[src/rtl/complex_integrate_dump.sv]
// Integrate-and-dump accumulator for complex samples: sums N = len_i+1 valid
// samples per frame and emits one full-precision {re, im} sum per frame.
module complex_integrate_dump #(
    parameter int unsigned IN_WIDTH  = 22,
    parameter int unsigned LEN_WIDTH = 10,
    localparam int unsigned OUT_WIDTH = IN_WIDTH + LEN_WIDTH
) (
    input  logic                   clk,
    input  logic                   rst_n,
    input  logic [LEN_WIDTH-1:0]   len_i,
    input  logic                   clear_i,
    input  logic                   valid_i,
    input  logic [2*IN_WIDTH-1:0]  a_i,
    output logic [2*OUT_WIDTH-1:0] c_o,
    output logic                   valid_o,
    output logic                   busy_o
);

    typedef enum logic {
        IDLE = 1'b0,
        ACC  = 1'b1
    } state_t;

    state_t                 state;
    logic signed [OUT_WIDTH-1:0] acc_re;
    logic signed [OUT_WIDTH-1:0] acc_im;
    logic [LEN_WIDTH-1:0]   cnt;
    logic [LEN_WIDTH-1:0]   len_q;

    logic signed [IN_WIDTH-1:0]  a_re;
    logic signed [IN_WIDTH-1:0]  a_im;
    logic signed [OUT_WIDTH-1:0] a_re_ext;
    logic signed [OUT_WIDTH-1:0] a_im_ext;
    logic signed [OUT_WIDTH-1:0] sum_re;
    logic signed [OUT_WIDTH-1:0] sum_im;
    logic                        last_c;

    // Sign-extended sample and running sum including the current sample.
    assign a_re     = a_i[2*IN_WIDTH-1:IN_WIDTH];
    assign a_im     = a_i[IN_WIDTH-1:0];
    assign a_re_ext = OUT_WIDTH'(a_re);
    assign a_im_ext = OUT_WIDTH'(a_im);
    assign sum_re   = acc_re + a_re_ext;
    assign sum_im   = acc_im + a_im_ext;

    // cnt holds the index of the last accepted sample; this sample closes the frame.
    assign last_c   = (cnt == LEN_WIDTH'(len_q - LEN_WIDTH'(1)));

    always_ff @(posedge clk) begin
        if (!rst_n) begin
            state   <= IDLE;
            acc_re  <= '0;
            acc_im  <= '0;
            cnt     <= '0;
            len_q   <= '0;
            c_o     <= '0;
            valid_o <= 1'b0;
            busy_o  <= 1'b0;
        end else begin
            valid_o <= 1'b0;
            if (clear_i) begin
                // Abort: drop any partial frame and any sample arriving with the clear.
                state  <= IDLE;
                acc_re <= '0;
                acc_im <= '0;
                cnt    <= '0;
                busy_o <= 1'b0;
            end else begin
                case (state)
                    IDLE: begin
                        if (valid_i) begin
                            len_q <= len_i;
                            cnt   <= '0;
                            if (len_i == '0) begin
                                c_o     <= {a_re_ext, a_im_ext};
                                valid_o <= 1'b1;
                                acc_re  <= '0;
                                acc_im  <= '0;
                            end else begin
                                acc_re <= a_re_ext;
                                acc_im <= a_im_ext;
                                state  <= ACC;
                                busy_o <= 1'b1;
                            end
                        end
                    end
                    ACC: begin
                        if (valid_i) begin
                            if (last_c) begin
                                c_o     <= {sum_re, sum_im};
                                valid_o <= 1'b1;
                                acc_re  <= '0;
                                acc_im  <= '0;
                                cnt     <= '0;
                                state   <= IDLE;
                                busy_o  <= 1'b0;
                            end else begin
                                acc_re <= sum_re;
                                acc_im <= sum_im;
                                cnt    <= LEN_WIDTH'(cnt + LEN_WIDTH'(1));
                            end
                        end
                    end
                    default: begin
                        state  <= IDLE;
                        busy_o <= 1'b0;
                    end
                endcase
            end
        end
    end

endmodule
[config.mk]
export PLATFORM = sky130hd
export DESIGN_NAME = complex_integrate_dump
export DESIGN_NICKNAME = d
export VERILOG_FILES = /design/src/rtl/complex_integrate_dump.sv
export SDC_FILE = /design/constraint.sdc
export NUM_CORES = 1
export LEC_CHECK = 0
export CAP_MARGIN = 15
export CELL_PAD_IN_SITES_DETAIL_PLACEMENT = 2
export CELL_PAD_IN_SITES_GLOBAL_PLACEMENT = 2
export CORE_AREA = 3 3 168 170
export CTS_CLUSTER_DIAMETER = 80
export DETAILED_ROUTE_END_ITERATION = 8
export DIE_AREA = 0 0 171 173
export PLACE_DENSITY_LB_ADDON = 0.1
export RECOVER_POWER = 100
export SLEW_MARGIN = 5
export SYNTH_ARGS = -nofsm -noshare
export SYNTH_HDL_FRONTEND = slang
export SYNTH_SLANG_ARGS = --single-unit
[constraint.sdc]
create_clock -name clk -period 6.6 [get_ports clk]
set_clock_uncertainty 0.2 [all_clocks]
set_input_delay 0.99 -clock clk [delete_from_list [all_inputs] [get_ports clk]]
set_output_delay 0.99 -clock clk [all_outputs]
set_load 0.02 [all_outputs]
======== Word level (Yosys, flattened, before mapping) ========
Cells that the tools add are included.
cells by class
  $add $sub $neg .......................... 4
  bitwise logic cells ..................... 3
  equality and inequality tests ........... 6
  mux-type cells .......................... 34
  reduce and logical (&&, ||, !) cells .... 6
operator list
  operator                                                              number
  32-bit 2-to-1 mux                                                     8
  64-bit 2-to-1 mux                                                     4
  32-bit case mux with 2 select lines                                   2
  64-bit case mux with 2 select lines                                   1
  32-bit by 22-bit adder with 32-bit output                             2
  10-bit 2-to-1 mux                                                     3
  10-bit case mux with 2 select lines                                   1
  1-bit 2-to-1 mux                                                      12
  10-bit by 1-bit adder with 10-bit output, second input constant       1
  10-bit equality test                                                  1
  10-bit zero test                                                      1
  10-bit by 1-bit subtractor with 10-bit output, second input constant  1
  2-bit != test, second input constant                                  4
  1-bit case mux with 2 select lines                                    3
  5-bit AND reduction                                                   1
  4-bit AND reduction                                                   1
  1-bit NOT                                                             3
  3-bit AND reduction                                                   1
  2-bit by 1-bit != test with 1-bit output, second input constant       1
  2-bit AND reduction                                                   1
  2-bit OR reduction                                                    1
storage, ports and cells
  bits of input ports ..................... 58
  output and inout port bits .............. 66
  logic and storage cells ................. 61
  register bits ........................... 151

======== Depth between registers and ports, before layout ========
  word-level depth ........................ 5
  mapped depth ............................ 13
  mapped depth without buffers ............ 12

======== Worst setup path before layout ========
No wires, ideal clock.
  path kind ............................... input -> register
  start ................................... in a_i[22]
  end ..................................... reg acc_re[30]
  buffers on the path ..................... 0
  path slack .............................. 2832 ps
  library setup time ...................... 70 ps
  stages .................................. 12
  data required time ...................... 6330 ps
  arrival ................................. 3498 ps
  cell sequence ........................... ha_1 > fa_1 > a21o_1 > a21oi_1 > o21ai_0 > a21oi_1 > o21ai_1 > o41a_1 > a31oi_1 > xnor2_1 > nand2_1 > a21oi_1
between the ends
  cells in the longest elaborated chain, start to end .. 4
RTL lines
  what                                       line  RTL
  start: declaration                         13    input logic [2*IN_WIDTH-1:0] a_i,
  32-bit by 22-bit adder with 32-bit output  43    assign sum_re = acc_re + a_re_ext;
  32-bit 2-to-1 mux                          89    if (last_c) begin
  32-bit 2-to-1 mux                          88    if (valid_i) begin
  32-bit case mux with 2 select lines        69    case (state)
  end signal: assignment                     80    acc_re <= a_re_ext;
  end signal: assignment                     98    acc_re <= sum_re;
  end: declaration                           25    logic signed [OUT_WIDTH-1:0] acc_re;
Every way passes these cells. The select of a mux whose other input is x is not followed.
A chain may end at the register's enable or synchronous reset.

======== Final worst setup path ========
  start ................................... in rst_n
  end ..................................... reg cnt[0]
between the ends
  cells in the longest elaborated chain, start to end .. 2
RTL lines
  what                          line  RTL
  start: declaration            9     input logic rst_n,
  1-bit NOT (no line)           -
  2-bit OR reduction (no line)  -
  end signal: assignment        100   cnt <= LEN_WIDTH'(cnt + LEN_WIDTH'(1));
  end: declaration              27    logic [LEN_WIDTH-1:0] cnt;
Every way passes these cells.

==> impl_results.md <==
* Mean post-synth cell area at approximately 8 um^2
* Worst Hold Launch: c_o[17]$_SDFFE_PN0P_
* Relative slew slack at -58.5%
* Setup crit end kind: flip-flop
* Post-layout util at 43.5%
* Layout Cells excl Fill at approximately 1600
* Startpoint Class: primary input
* Die W at around 170 um
* Pwr Total at roughly 2.5 mW
* Final Cycle Share at approximately four fifths
* PostCTS Resize Cnt at 0
* Final Hold Vio Count at 0
* Gpl congestion at slightly below 0.9
* Req. time, crit path at 6740 ps
* Largest net degree at the start of global routing at 72
* Number of global-route vias before repair at around 10000
* TritonCTS clock tree: yes
* First-pass DRT Iterations at 5
* Arrival time at the worst endpoint at 5460 ps
* Cell Pwr Density at 214 mW/mm^2
* Area fraction of the dominant cell type after synthesis at between 30% and 40%
* Worst Hold Class: reg -> reg
* Syn_nets at 1315
* Placed insts at approximately 1600
* Post-route setup slack at between 1000 and 1500 ps
* Total number of vias at around 9600
* DP HPWL at about 25 mm
* Initial antenna violation count at 0
* Largest area contributor in the netlist: dfxtp_1
* Grt ovf at 0
* Full die area at slightly below 0.03 mm^2
* Post-Route WL at approximately 36 mm
* Final Max Slew Viols at approximately 160
* Row count at 60
* Total clock sinks at approximately 150
* CORE AREA at around 0.027 mm^2
* Clock-pin transition on the worst setup and hold timing paths at 60 ps
* Hold Buf Count CTS at 0
* # IOs at around 120
* CTS H-tree lvls at 4
* Tightest Pin Transition at 2380 ps
* Peak VDD IR at ~0.16 mV
* Initial core utilization at between 30 and 40%
* Crit Path Class: in -> reg
* Top post-synthesis cells by area: dfxtp_1, ha_1, a21oi_1
* Reg2Reg Setup Slack at between 2000 and 2500 ps
* Failing checks: max-capacitance violations, max-slew violations
* Final #Nets at 1403
* Seq/Total Area, Yosys at 31.5%
* Reg2reg start: len_q[0]$_SDFFE_PN0P_
* Max-cap violations at 5
* Worst skew pair latency at about 430 ps
* PortBufs at 123
* Initial detailed-routing violation count at ~600
* Final ANT Viol Nets at 0
* Area of the mapped netlist at ~0.0096 mm^2
* Die H at roughly 170 um
* Leak pwr at between 4 and 5 nW
* F_max at between 150 and 200 MHz
* Count leader, synth: dfxtp_1
* WL/cell at around 22 um
* #FFs+latches synth at 151
* Status: finished with violations
* Warning count from the yosys run at 0
* Async SR Flop Fraction at 0%
* Worst R2R Path Depth at 12
* Minimum clock period at ~5300 ps
* Remaining DRCs at 0
* Vias/cell at a little under 6
* Global-route usage over all layers at between 20% and 30%
* Postcts setup bufs at 0
* Syn Inst Count at approximately 1200
* Distinct cells, synth at a little under 80
* Endpoints failing setup at 0
* WHS Endpoint: c_o[17]$_SDFFE_PN0P_
* Fill count at 3048
* Commonest register cell after synthesis: dfxtp_1
* Top post-synthesis cells by count: dfxtp_1, a21oi_1, nor2_1
* Hold path depth at 2
* Clock root cell: clkbuf_16
* Crit-path max FO at 37
* Setup TNS at 0 ps
* # diodes at 0
* Unrepaired setup endpoints after global routing: no
* CTS max path bufs at 2
* Num CTS Buffers at 17
* Post-synth EDFFs at 0
* Share of cells above drive strength 1 at 4.81%
* Syn-to-layout area delta at 21.9%
* First-pass GRT wire length at 59.0 mm
* Setup WS pre-CTS at between 1500 and 2000 ps
* R2R Path End: c_o[30]$_SDFFE_PN0P_
[layer usage]
layer | track usage, % | share of wire (%) | vias up | wire length (um)
li1 | - | - | 4545 | -
met1 | 33.1 | 47 | 4835 | 17200
met2 | 42.2 | 49 | 171 | 17600
met3 | 3.04 | 2.9 | 36 | 1040
met4 | 5.23 | 1.3 | 0 | 480
met5 | 0 | 0 | - | 0
[worst max-delay path by stage]
stage	from	to	slack (ps)
3_3_place_gp	a_i[22]	acc_re[30]$_SDFFE_PP0P_	1930
6_report	rst_n	cnt[0]$_SDFFE_PP0P_	1280
5_1_grt	rst_n	cnt[2]$_SDFFE_PP0P_	1010
3_5_place_dp	a_i[21]	c_o[30]$_SDFFE_PN0P_	1840
2_1_floorplan	a_i[22]	acc_re[30]$_SDFFE_PP0P_	2830
4_1_cts	a_i[22]	acc_re[30]$_SDFFE_PP0P_	2220
[stage by stage]
stage               area, um^2  hold WS, ps
finish                   11700          266
global route             11700          277
CTS                      11700          270
detailed placement       11100          258
global placement         11100          243
floorplan                 9600          275
[cell families (layout without fill, tap and decap cells)]
group / count (synthesis) / in the layout / share of synthesized area, %
multiplexers: 23 / 23 / 2.40
flip-flops: 151 / 151 / 31.5
XOR/XNOR: 75 / 75 / 6.98
buffers and inverters: 83 / 182 / 3.40
adder cells (fa/ha/maj): 66 / 66 / 8.76
AND/OR/NAND/NOR: 388 / 388 / 19.5
AO/OA/AOI/OAI: 405 / 405 / 27.5
[where the power goes]
part / switching [mW] / total [mW] / internal (mW)
clock: 0.426 / 1.10 / 0.669
sequential: 0.0202 / 0.952 / 0.932
combinational: 0.277 / 0.457 / 0.180
[layout by cell type (no fill, tap or decap), types with 3 or more instances in the layout]
master / count
a211o_1: 3
a211oi_1: 29
a21boi_0: 6
a21o_1: 37
a21oi_1: 140
a221oi_1: 23
a22oi_1: 3
a311oi_1: 9
a31oi_1: 19
a32oi_1: 8
and2_1: 7
and3_1: 21
and4_1: 4
buf_4: 9
bufinv_16: 5
clkbuf_1: 6
clkbuf_16: 17
clkdlybuf4s50_1: 52
clkinvlp_4: 3
dfxtp_1: 150
dlygate4sd3_1: 70
ha_1: 64
inv_1: 15
mux2i_1: 23
nand2_1: 100
nand2b_1: 10
nand3_1: 26
nand4_1: 9
nor2_1: 126
nor2b_1: 22
nor3_1: 28
nor4_1: 3
o211ai_1: 3
o21a_1: 4
o21ai_0: 80
o21bai_1: 6
or3_1: 10
xnor2_1: 48
xor2_1: 26
[sequential cells by signal, indices dropped and copies added (netlist names)]
signal	count
acc_im	32
acc_re	32
busy_o	1
c_o	64
cnt	10
len_q	10
state	1
valid_o	1
[final cells by class]
type                    instances  area (um^2)  area share (%)
clock buffers                  18          429            3.67
multi-input cells             957         6250            53.4
inverters                      15         56.3           0.481
clock inverters                12          204            1.74
repair buffers                137         1310            11.2
well taps                     341          427            3.65
flip-flops and latches        151         3030            25.9
[critical path, stage by stage]
cell	delay, ps
dlygate4sd3_1	520
clkbuf_1	1480
inv_1	210
nor2_1	220
clkbuf_1	1110
o21ai_1	660
nor2_1	260
Note: power is estimated with default switching activity, not from simulation.
